## config.mk

```make
export PLATFORM = sky130hd
export DESIGN_NAME = uart_tx
export DESIGN_NICKNAME = d
export VERILOG_FILES = /design/src/rtl/uart_tx_pkg.sv /design/src/rtl/baud_tick_gen.sv /design/src/rtl/uart_tx.sv
export SDC_FILE = /design/constraint.sdc
export NUM_CORES = 1
export LEC_CHECK = 0
export BUFFER_PORTS_ARGS = -buffer_cell sky130_fd_sc_hd__buf_2
export CORE_AREA = 2 2 68 70
export DETAILED_ROUTE_END_ITERATION = 16
export DIE_AREA = 0 0 70 72
export SLEW_MARGIN = 10
export SYNTH_ARGS = -nofsm -noshare
export SYNTH_HDL_FRONTEND = slang
export SYNTH_SLANG_ARGS = --single-unit
```

## constraint.sdc

```tcl
create_clock -name clk -period 2.6 [get_ports clk]
set_input_delay 0.26 -clock clk [delete_from_list [all_inputs] [get_ports clk]]
set_output_delay 0.26 -clock clk [all_outputs]
set_load 0.05 [all_outputs]
```

## src/rtl/uart_tx_pkg.sv

```systemverilog
// rtl/uart_tx_pkg.sv - shared constants for the UART transmitter and its peer receiver
//
// Contents:
//   BAUD*        common line rates in bit/s
//   DATA_BITS    payload bits per frame
//   PARITY_*     parity sense selectors
//   ST_*         frame FSM state encodings
//   parity_bit() parity bit for a payload byte
package uart_tx_pkg;

    localparam int BAUD9600   = 9600;
    localparam int BAUD115200 = 115200;
    localparam int BAUD1M     = 1000000;
    localparam int BAUD8M     = 8000000;

    localparam int DATA_BITS   = 8;
    localparam int PARITY_EVEN = 0;
    localparam int PARITY_ODD  = 1;

    localparam logic [2:0] ST_IDLE   = 3'd0;
    localparam logic [2:0] ST_START  = 3'd1;
    localparam logic [2:0] ST_DATA   = 3'd2;
    localparam logic [2:0] ST_PARITY = 3'd3;
    localparam logic [2:0] ST_STOP   = 3'd4;

    // Bit that makes data+parity reduce to 0 (even) or 1 (odd).
    function automatic logic parity_bit(input logic [DATA_BITS-1:0] data, input logic odd);
        return (^data) ^ odd;
    endfunction

endpackage

```

## src/rtl/baud_tick_gen.sv

```systemverilog
// rtl/baud_tick_gen.sv - clock-enable tick every CLKS_PER_BIT system clocks
//
// Ports:
//   clk      system clock
//   rst_n    asynchronous active-low reset
//   clear_i  synchronous restart; count returns to 0 on the next edge
//   tick_o   high for one cycle on the terminal count (CLKS_PER_BIT-1)
module baud_tick_gen #(
    parameter int CLKS_PER_BIT = 3
) (
    input  logic clk,
    input  logic rst_n,
    input  logic clear_i,
    output logic tick_o
);

    localparam int CNT_W = $clog2(CLKS_PER_BIT);
    localparam logic [CNT_W-1:0] TERM = CNT_W'(CLKS_PER_BIT - 1);

    logic [CNT_W-1:0] cnt_q;
    logic [CNT_W-1:0] cnt_d;

    assign tick_o = (cnt_q == TERM);

    always_comb begin
        cnt_d = cnt_q + 1'b1;
        if (clear_i || tick_o) begin
            cnt_d = '0;
        end
    end

    always_ff @(posedge clk or negedge rst_n) begin
        if (!rst_n) begin
            cnt_q <= '0;
        end else begin
            cnt_q <= cnt_d;
        end
    end

endmodule

```

## src/rtl/uart_tx.sv

```systemverilog
// rtl/uart_tx.sv - UART transmitter: start, 8 data bits LSB-first, parity, stop bit(s)
//
// Ports:
//   clk       system clock, rising edge
//   rst_n     asynchronous active-low reset
//   tx_data   byte to send, sampled when a request is accepted
//   tx_start  request strobe, accepted while idle
//   tx        registered serial line, idles high
//   tx_busy   high from the cycle after acceptance until stop completes
//   tx_done   one-cycle pulse at frame completion
module uart_tx
    import uart_tx_pkg::*;
#(
    parameter int CLK_FREQ  = 24000000,
    parameter int BAUD_RATE = BAUD8M,
    parameter int PARITY    = PARITY_EVEN,
    parameter int STOP_BITS = 1
) (
    input  logic                 clk,
    input  logic                 rst_n,
    input  logic [DATA_BITS-1:0] tx_data,
    input  logic                 tx_start,
    output logic                 tx,
    output logic                 tx_busy,
    output logic                 tx_done
);

    localparam int CLKS_PER_BIT = CLK_FREQ / BAUD_RATE;
    localparam logic [2:0] LAST_DATA = 3'(DATA_BITS - 1);
    localparam logic [2:0] LAST_STOP = 3'(STOP_BITS - 1);

    logic [2:0]           state_q,   state_d;
    logic [2:0]           bit_idx_q, bit_idx_d;
    logic [DATA_BITS-1:0] shift_q,   shift_d;
    logic                 parity_q,  parity_d;
    logic                 tx_q,      tx_d;
    logic                 busy_q,    busy_d;
    logic                 done_q,    done_d;

    logic baud_clear;
    logic baud_tick;

    baud_tick_gen #(
        .CLKS_PER_BIT(CLKS_PER_BIT)
    ) u_baud (
        .clk    (clk),
        .rst_n  (rst_n),
        .clear_i(baud_clear),
        .tick_o (baud_tick)
    );

    // tx is computed one state ahead so the line changes exactly at the
    // edge that enters the new state, keeping the output a plain flop.
    always_comb begin
        state_d    = state_q;
        bit_idx_d  = bit_idx_q;
        shift_d    = shift_q;
        parity_d   = parity_q;
        tx_d       = tx_q;
        busy_d     = busy_q;
        done_d     = 1'b0;
        baud_clear = 1'b0;

        case (state_q)
            ST_IDLE: begin
                tx_d   = 1'b1;
                busy_d = 1'b0;
                if (tx_start) begin
                    shift_d    = tx_data;
                    parity_d   = parity_bit(tx_data, 1'(PARITY));
                    baud_clear = 1'b1;
                    bit_idx_d  = '0;
                    state_d    = ST_START;
                    tx_d       = 1'b0;
                    busy_d     = 1'b1;
                end
            end
            ST_START: begin
                if (baud_tick) begin
                    state_d   = ST_DATA;
                    bit_idx_d = '0;
                    tx_d      = shift_q[0];
                end
            end
            ST_DATA: begin
                if (baud_tick) begin
                    if (bit_idx_q == LAST_DATA) begin
                        state_d = ST_PARITY;
                        tx_d    = parity_q;
                    end else begin
                        bit_idx_d = bit_idx_q + 3'd1;
                        shift_d   = shift_q >> 1;
                        tx_d      = shift_q[1];
                    end
                end
            end
            ST_PARITY: begin
                if (baud_tick) begin
                    state_d   = ST_STOP;
                    bit_idx_d = '0;
                    tx_d      = 1'b1;
                end
            end
            ST_STOP: begin
                if (baud_tick) begin
                    if (bit_idx_q == LAST_STOP) begin
                        state_d = ST_IDLE;
                        done_d  = 1'b1;
                        busy_d  = 1'b0;
                        tx_d    = 1'b1;
                    end else begin
                        bit_idx_d = bit_idx_q + 3'd1;
                    end
                end
            end
            default: begin
                state_d = ST_IDLE;
                tx_d    = 1'b1;
                busy_d  = 1'b0;
            end
        endcase
    end

    always_ff @(posedge clk or negedge rst_n) begin
        if (!rst_n) begin
            state_q   <= ST_IDLE;
            bit_idx_q <= '0;
            shift_q   <= '0;
            parity_q  <= 1'b0;
            tx_q      <= 1'b1;
            busy_q    <= 1'b0;
            done_q    <= 1'b0;
        end else begin
            state_q   <= state_d;
            bit_idx_q <= bit_idx_d;
            shift_q   <= shift_d;
            parity_q  <= parity_d;
            tx_q      <= tx_d;
            busy_q    <= busy_d;
            done_q    <= done_d;
        end
    end

    assign tx      = tx_q;
    assign tx_busy = busy_q;
    assign tx_done = done_q;

endmodule

```

# Word-level counts from Yosys, hierarchy flattened

Cells that the tools add are included.

Add/subtract/negate cells: 2
Eq/ne operators: 16
Multiplexer cells: 36
Bitwise logic cells: 1
Reductions and logical operators: 14

Operators with widths:

| kind                  | number |
|---|---|
| $mux W3               | 13 |
| $mux W8               | 3 |
| $pmux W8 S2           | 1 |
| $pmux W3 S5           | 1 |
| $mux W1               | 14 |
| $reduce_and A7 Y1     | 2 |
| $pmux W3 S4           | 1 |
| $ne A2 B1 Y1 const B  | 5 |
| $ne A2 B2 Y1 const B  | 5 |
| $reduce_xor A8 Y1     | 1 |
| $eq A3 B2 Y1 const B  | 2 |
| $eq A3 B3 Y1 const B  | 2 |
| $logic_not A3 Y1      | 2 |
| $pmux W1 S5           | 1 |
| $reduce_and A5 Y1     | 1 |
| $reduce_and A4 Y1     | 1 |
| $reduce_bool A4 Y1    | 1 |
| $add A3 B1 Y3 const B | 1 |
| $eq A3 B1 Y1 const B  | 1 |
| $pmux W1 S3           | 1 |
| $reduce_and A3 Y1     | 1 |
| $reduce_or A3 Y1      | 1 |
| $add A2 B1 Y2 const B | 1 |
| $eq A2 B2 Y1 const B  | 1 |
| other kinds (6)       | 6 |

Flip-flop bits (word level): 20
Input bits: 11
Output and inout port bits: 3

# Depth between registers and ports, before layout

Word-level depth: 4
Depth in mapped cells: 7

# Modules after synthesis

From an unflattened synthesis, not the netlist that was laid out.

Cell total of the unflattened synthesis: 112
Area, all modules: 1,169.9 sq um

Modules (own cells, without submodules):

| module        | times used | cells an instance | area an instance (sq um) | sequential area each (sq um) |
|---|---|---|---|---|
| uart_tx       | 1          | 106               | 1,083.5                  | 451.7 |
| baud_tick_gen | 1          | 6                 | 86.3                     | 50.0 |

# Least setup slack after synthesis

No wires, ideal clock.

Path type: register to register
Start point: register bit_idx_q[0]
End point: register bit_idx_q[0]
Library setup time: 0.125 ns
Data arrival time: 1.671 ns
Setup slack: 0.804 ns
Stages on the path, launching flop included: 7
Clock period less this slack: 1.796 ns
Cells stage by stage: dfrtp_1 > ha_1 > ha_1 > and3b_1 > and2_4 > o32ai_2 > mux2_4

Cells in the longest elaborated chain, start to end: 4
Elaborated cells between the ends (all ways): 11

RTL lines:

| what                              | RTL line                      | RTL |
|---|---|---|
| from (decl)                       | uart_tx.sv:33                 | `logic [2:0] bit_idx_q, bit_idx_d;` |
| from (signal assigned)            | uart_tx.sv:135                | `bit_idx_q <= bit_idx_d;` |
| $add A3 B1 Y3                     | uart_tx.sv:91, uart_tx.sv:112 |  |
| $mux W3, on equally long branches | uart_tx.sv:106, uart_tx.sv:87 |  |
| $mux W3, on equally long branches | uart_tx.sv:105, uart_tx.sv:86 |  |
| $pmux W3 S4                       | uart_tx.sv:64                 | `case (state_q)` |

Several ways; a longest one is shown, not always the timed one. The select of a mux whose other input is x is not followed.
A chain may end at the register's enable or synchronous reset.

# Worst setup path after layout

Ends and elaborated chain as after synthesis.

==> results.md <==
Outcome:
- The flow ran to the end, and the final reports show no timing, DRC or antenna violations.

Critical path:
- In this run the worst path has a maximum fanout of 4.
- The launch point of the critical path is bit_idx_q[0]$_DFFE_PN0P_.
- The register-to-register path setup slack is 0.64 ns.
- The data required time at the worst endpoint is 2.74 ns.
- The setup path with the least slack is of type register to register.
- The capturing point of the worst reg2reg path is bit_idx_q[0]$_DFFE_PN0P_.
- The kind of end point of the critical path is a register.
- The launching point of the worst reg2reg path is bit_idx_q[0]$_DFFE_PN0P_.
- In this run the worst setup path terminates at bit_idx_q[0]$_DFFE_PN0P_.
- The cell depth of the worst flop-to-flop path is 6.
- The category of the worst setup path launch point is a register.
- For the worst setup path, the data arrival time is 2.10 ns.

Final layout:
- The layout net count is 144.
- The fraction of layout cells with a size suffix above 1 is 0.180.
- The signed area change from the synthesized netlist to the final layout is 14.4%.
- The filler cell count is 471.
- Excluding fillers, the count of instances in the completed layout stands at 180.
- The repair_antennas step left the layout with diodes totalling 0.

Flow run:
- The tool flagged a number of max-cap violations equal to 0.

STA:
- The count of pins over their slew limit was 0.
- The final setup violation count is 0.
- Setup repair after global routing left no endpoint under its margin.
- Derived from the worst setup path, the maximum achievable clock frequency is 510 MHz.
- The final number of hold-violating endpoints came to 0.
- The minimum period implied by the final worst setup slack is 1.96 ns.
- Summed over all failing endpoints, the final setup total negative slack is 0 ns.
- The measured slew at the worst slew-check pin is 0.462 ns.
- The worst clock skew is 0.00357 ns.
- The final critical-path share of the clock period is 0.754.
- Final hold analysis gives a worst-case slack of 0.292 ns.
- The headroom to the max-slew limit is 0.692.

Floorplan:
- During I/O placement, the number of pins put on the boundary was 14.
- The core region is 0.00426 mm2.
- The total number of placement rows is 24.
- The overall die area is 0.00504 mm2.
- The horizontal extent of the die is 70 um.
- The die span in y is 72 um.
- The starting density of the core is 0.267.

Synthesis:
- The most common cell in the synthesized netlist is dfrtp_1.
- The portion of synthesized cell area occupied by the leading cell type is 0.417.
- The async set-or-reset flop fraction in the synthesized netlist is 1.00.
- The commonest register cell after synthesis is dfrtp_1.
- Counting every instance in the synthesized netlist gives 115.
- Yosys mapped a number of flops with a built-in enable equal to 0.
- The commonest cells after synthesis are dfrtp_1, nand2_1, mux2i_1.
- A synthesized cell averages 9.91 um2.
- During synthesis, Yosys emitted a total of 0 warnings.
- Ranked by total cell area, the synthesized netlist is headed by dfrtp_1, mux2i_1, xnor2_1.
- When the netlist entered floorplanning its net count stood at 130.
- The cell type with the highest aggregate area in the netlist is dfrtp_1.
- For this run, the register share of the synthesized area comes to 0.440.
- The area of the mapped netlist is 0.00114 mm2.
- The synthesized design contains 20 register bits.
- Counting distinct cell types in the post-synthesis netlist gives 38.

Detailed routing:
- The first detailed-routing pass ran for 4 iterations.
- Across all layers, the routed design uses 840 vias.
- After detailed routing, the total wire length is 2110 um.
- The violation count after the first detailed-routing iteration is 13.
- Using the TritonRoute via totals, the vias-per-cell ratio works out to 4.67.
- Once detail routing completed, the nets flagged for antenna violations numbered 0.
- After detailed routing, the average wire length per cell comes to 11.7 um.
- After detailed routing, the number of remaining DRC violations is 0.

Global routing:
- The number of antenna violations at the first check in global routing is 0.
- Across every metal layer, demand over resource in global routing totals 0.0927.
- The first global-routing pass estimated 3860 um of wire.
- met2 is the most crowded layer.
- The pin count of the biggest net entering global routing is 21.
- The via count of the first global-routing pass was 902.
- For met2 alone, demand over resource in global routing was 0.170.
- In the global route stage, met1 resource usage came out at 0.109.
- Summed over all layers, the global routing overflow is 0.
- For this run, global-route usage on met3 was measured as 0.0208.

Clocking:
- After clock tree synthesis, the setup repair step added 0 buffers.
- TritonCTS built the clock tree.
- For the worst-skew pair, the clock arrives at the later sink with an insertion delay of 0.26 ns.
- The total clock buffers created by CTS is 3.
- CTS built an H-tree with a depth of 1.
- No sink is reached through more buffers than the 2 on the longest clock path.
- The clock transition at the registers of the reported paths is 0.07 ns.
- The library cell used as clock root buffer is clkbuf_8.
- The TritonCTS sink count is 20.

Placement:
- The number of cells in the design after placement is 175.
- Detailed placement ended at an HPWL of 1590 um.
- The count of input and output buffers is 13.
- The global placer's final weighted congestion is 0.718.

Worst hold path:
- The worst min-delay path startpoint is tx_data[7].
- The class of the tightest hold or removal check is input pin to register.

Pwr:
- Power spread over the standard cell area amounts to 1120 mW/mm2.
- IR analysis of the VDD net gives a maximum drop of 0.409 mV.
- In this run the static leakage power is 0.000579 uW.
## stage by stage
stage / total power [uW] / instance area [um2] / setup WS, ns / utilization
floorplan: 1110 / 1140 / 0.804 / -
global placement: 1200 / 1240 / 0.736 / 0.290
detailed placement: 1230 / 1240 / 0.651 / 0.290
CTS: 1470 / 1300 / 0.636 / 0.306
global route: 1590 / 1300 / 0.541 / 0.306
finish: 1450 / 1300 / 0.640 / 0.306
## registers in the layout, summed over array words and instances (netlist names)
signal and cells:
parity_q 1, tx_done 1, state_q 3, tx_busy 1, shift_q 8, tx 1
bit_idx_q 3, u_baud.cnt_q 2
## layout make-up
type	count	area, um2	area share
Clock buffer	4	55.1	0.0422
Inverter	7	26.3	0.0202
Multi-Input combinational cell	82	573	0.440
Sequential cell	20	502	0.385
Tap cell	52	65.1	0.0499
Timing Repair Buffer	15	82.6	0.0633
## power breakdown
group	total [uW]	internal, uW	switching, uW
Sequential	580	446	134
Clock	238	135	103
Combinational	637	290	347
Total	1450	871	583
## cell usage in the layout (no fill, tap or decap), types with 2 or more instances in the layout
master | synthesis | layout
xnor2_1 | 8 | 8
ha_1 | 4 | 4
clkbuf_8 | 0 | 4
inv_1 | 6 | 6
nor3_1 | 4 | 4
mux2i_1 | 11 | 11
nor2_1 | 5 | 5
o21ai_0 | 8 | 8
a21oi_1 | 5 | 5
buf_2 | 4 | 13
nand2b_1 | 2 | 2
nand2_1 | 13 | 13
dfrtp_1 | 19 | 19
## how the worst min path moves through the flow
stage,endpoint,cells past startpoint
final,shift_q[7]$_DFFE_PN0P_,3
after global routing,shift_q[7]$_DFFE_PN0P_,3
after CTS,shift_q[7]$_DFFE_PN0P_,3
after detailed placement,shift_q[7]$_DFFE_PN0P_,1
after global placement,shift_q[7]$_DFFE_PN0P_,1
after floorplan,bit_idx_q[0]$_DFFE_PN0P_,0
## critical path, stage by stage, from the launching register on
cell,delay (ns)
dfrtp_1,0.40
ha_1,0.17
ha_1,0.21
and3b_1,0.21
and2_4,0.16
o32ai_2,0.36
mux2_4,0.33
## routing by layer
metal | share of wire | up-vias | wire length, um
met1 | 0.46 | 401 | 962
li1 | - | 422 | -
met5 | 0 | - | 0
met2 | 0.51 | 17 | 1080
met3 | 0.030 | 0 | 64
met4 | 0 | 0 | 0
## kinds of logic (layout without fill, tap and decap cells)
family,Yosys count,in the layout,synth area share
and+or+nand+nor,35,35,0.156
AOI/OAI and AO/OA,22,22,0.124
DFF,20,20,0.440
buffers and inverters,13,26,0.0571
muxes,12,12,0.110
xor gates and xnor gates,9,9,0.0692
adders and majority gates,4,4,0.0439
## what timing repair did
item | in CTS | in global routing
hold buffers | 1 | 0
gates resized for setup | 0 | 0
hold endpoints to repair | 19 | 0
Note: power is estimated with default switching activity, not from simulation.
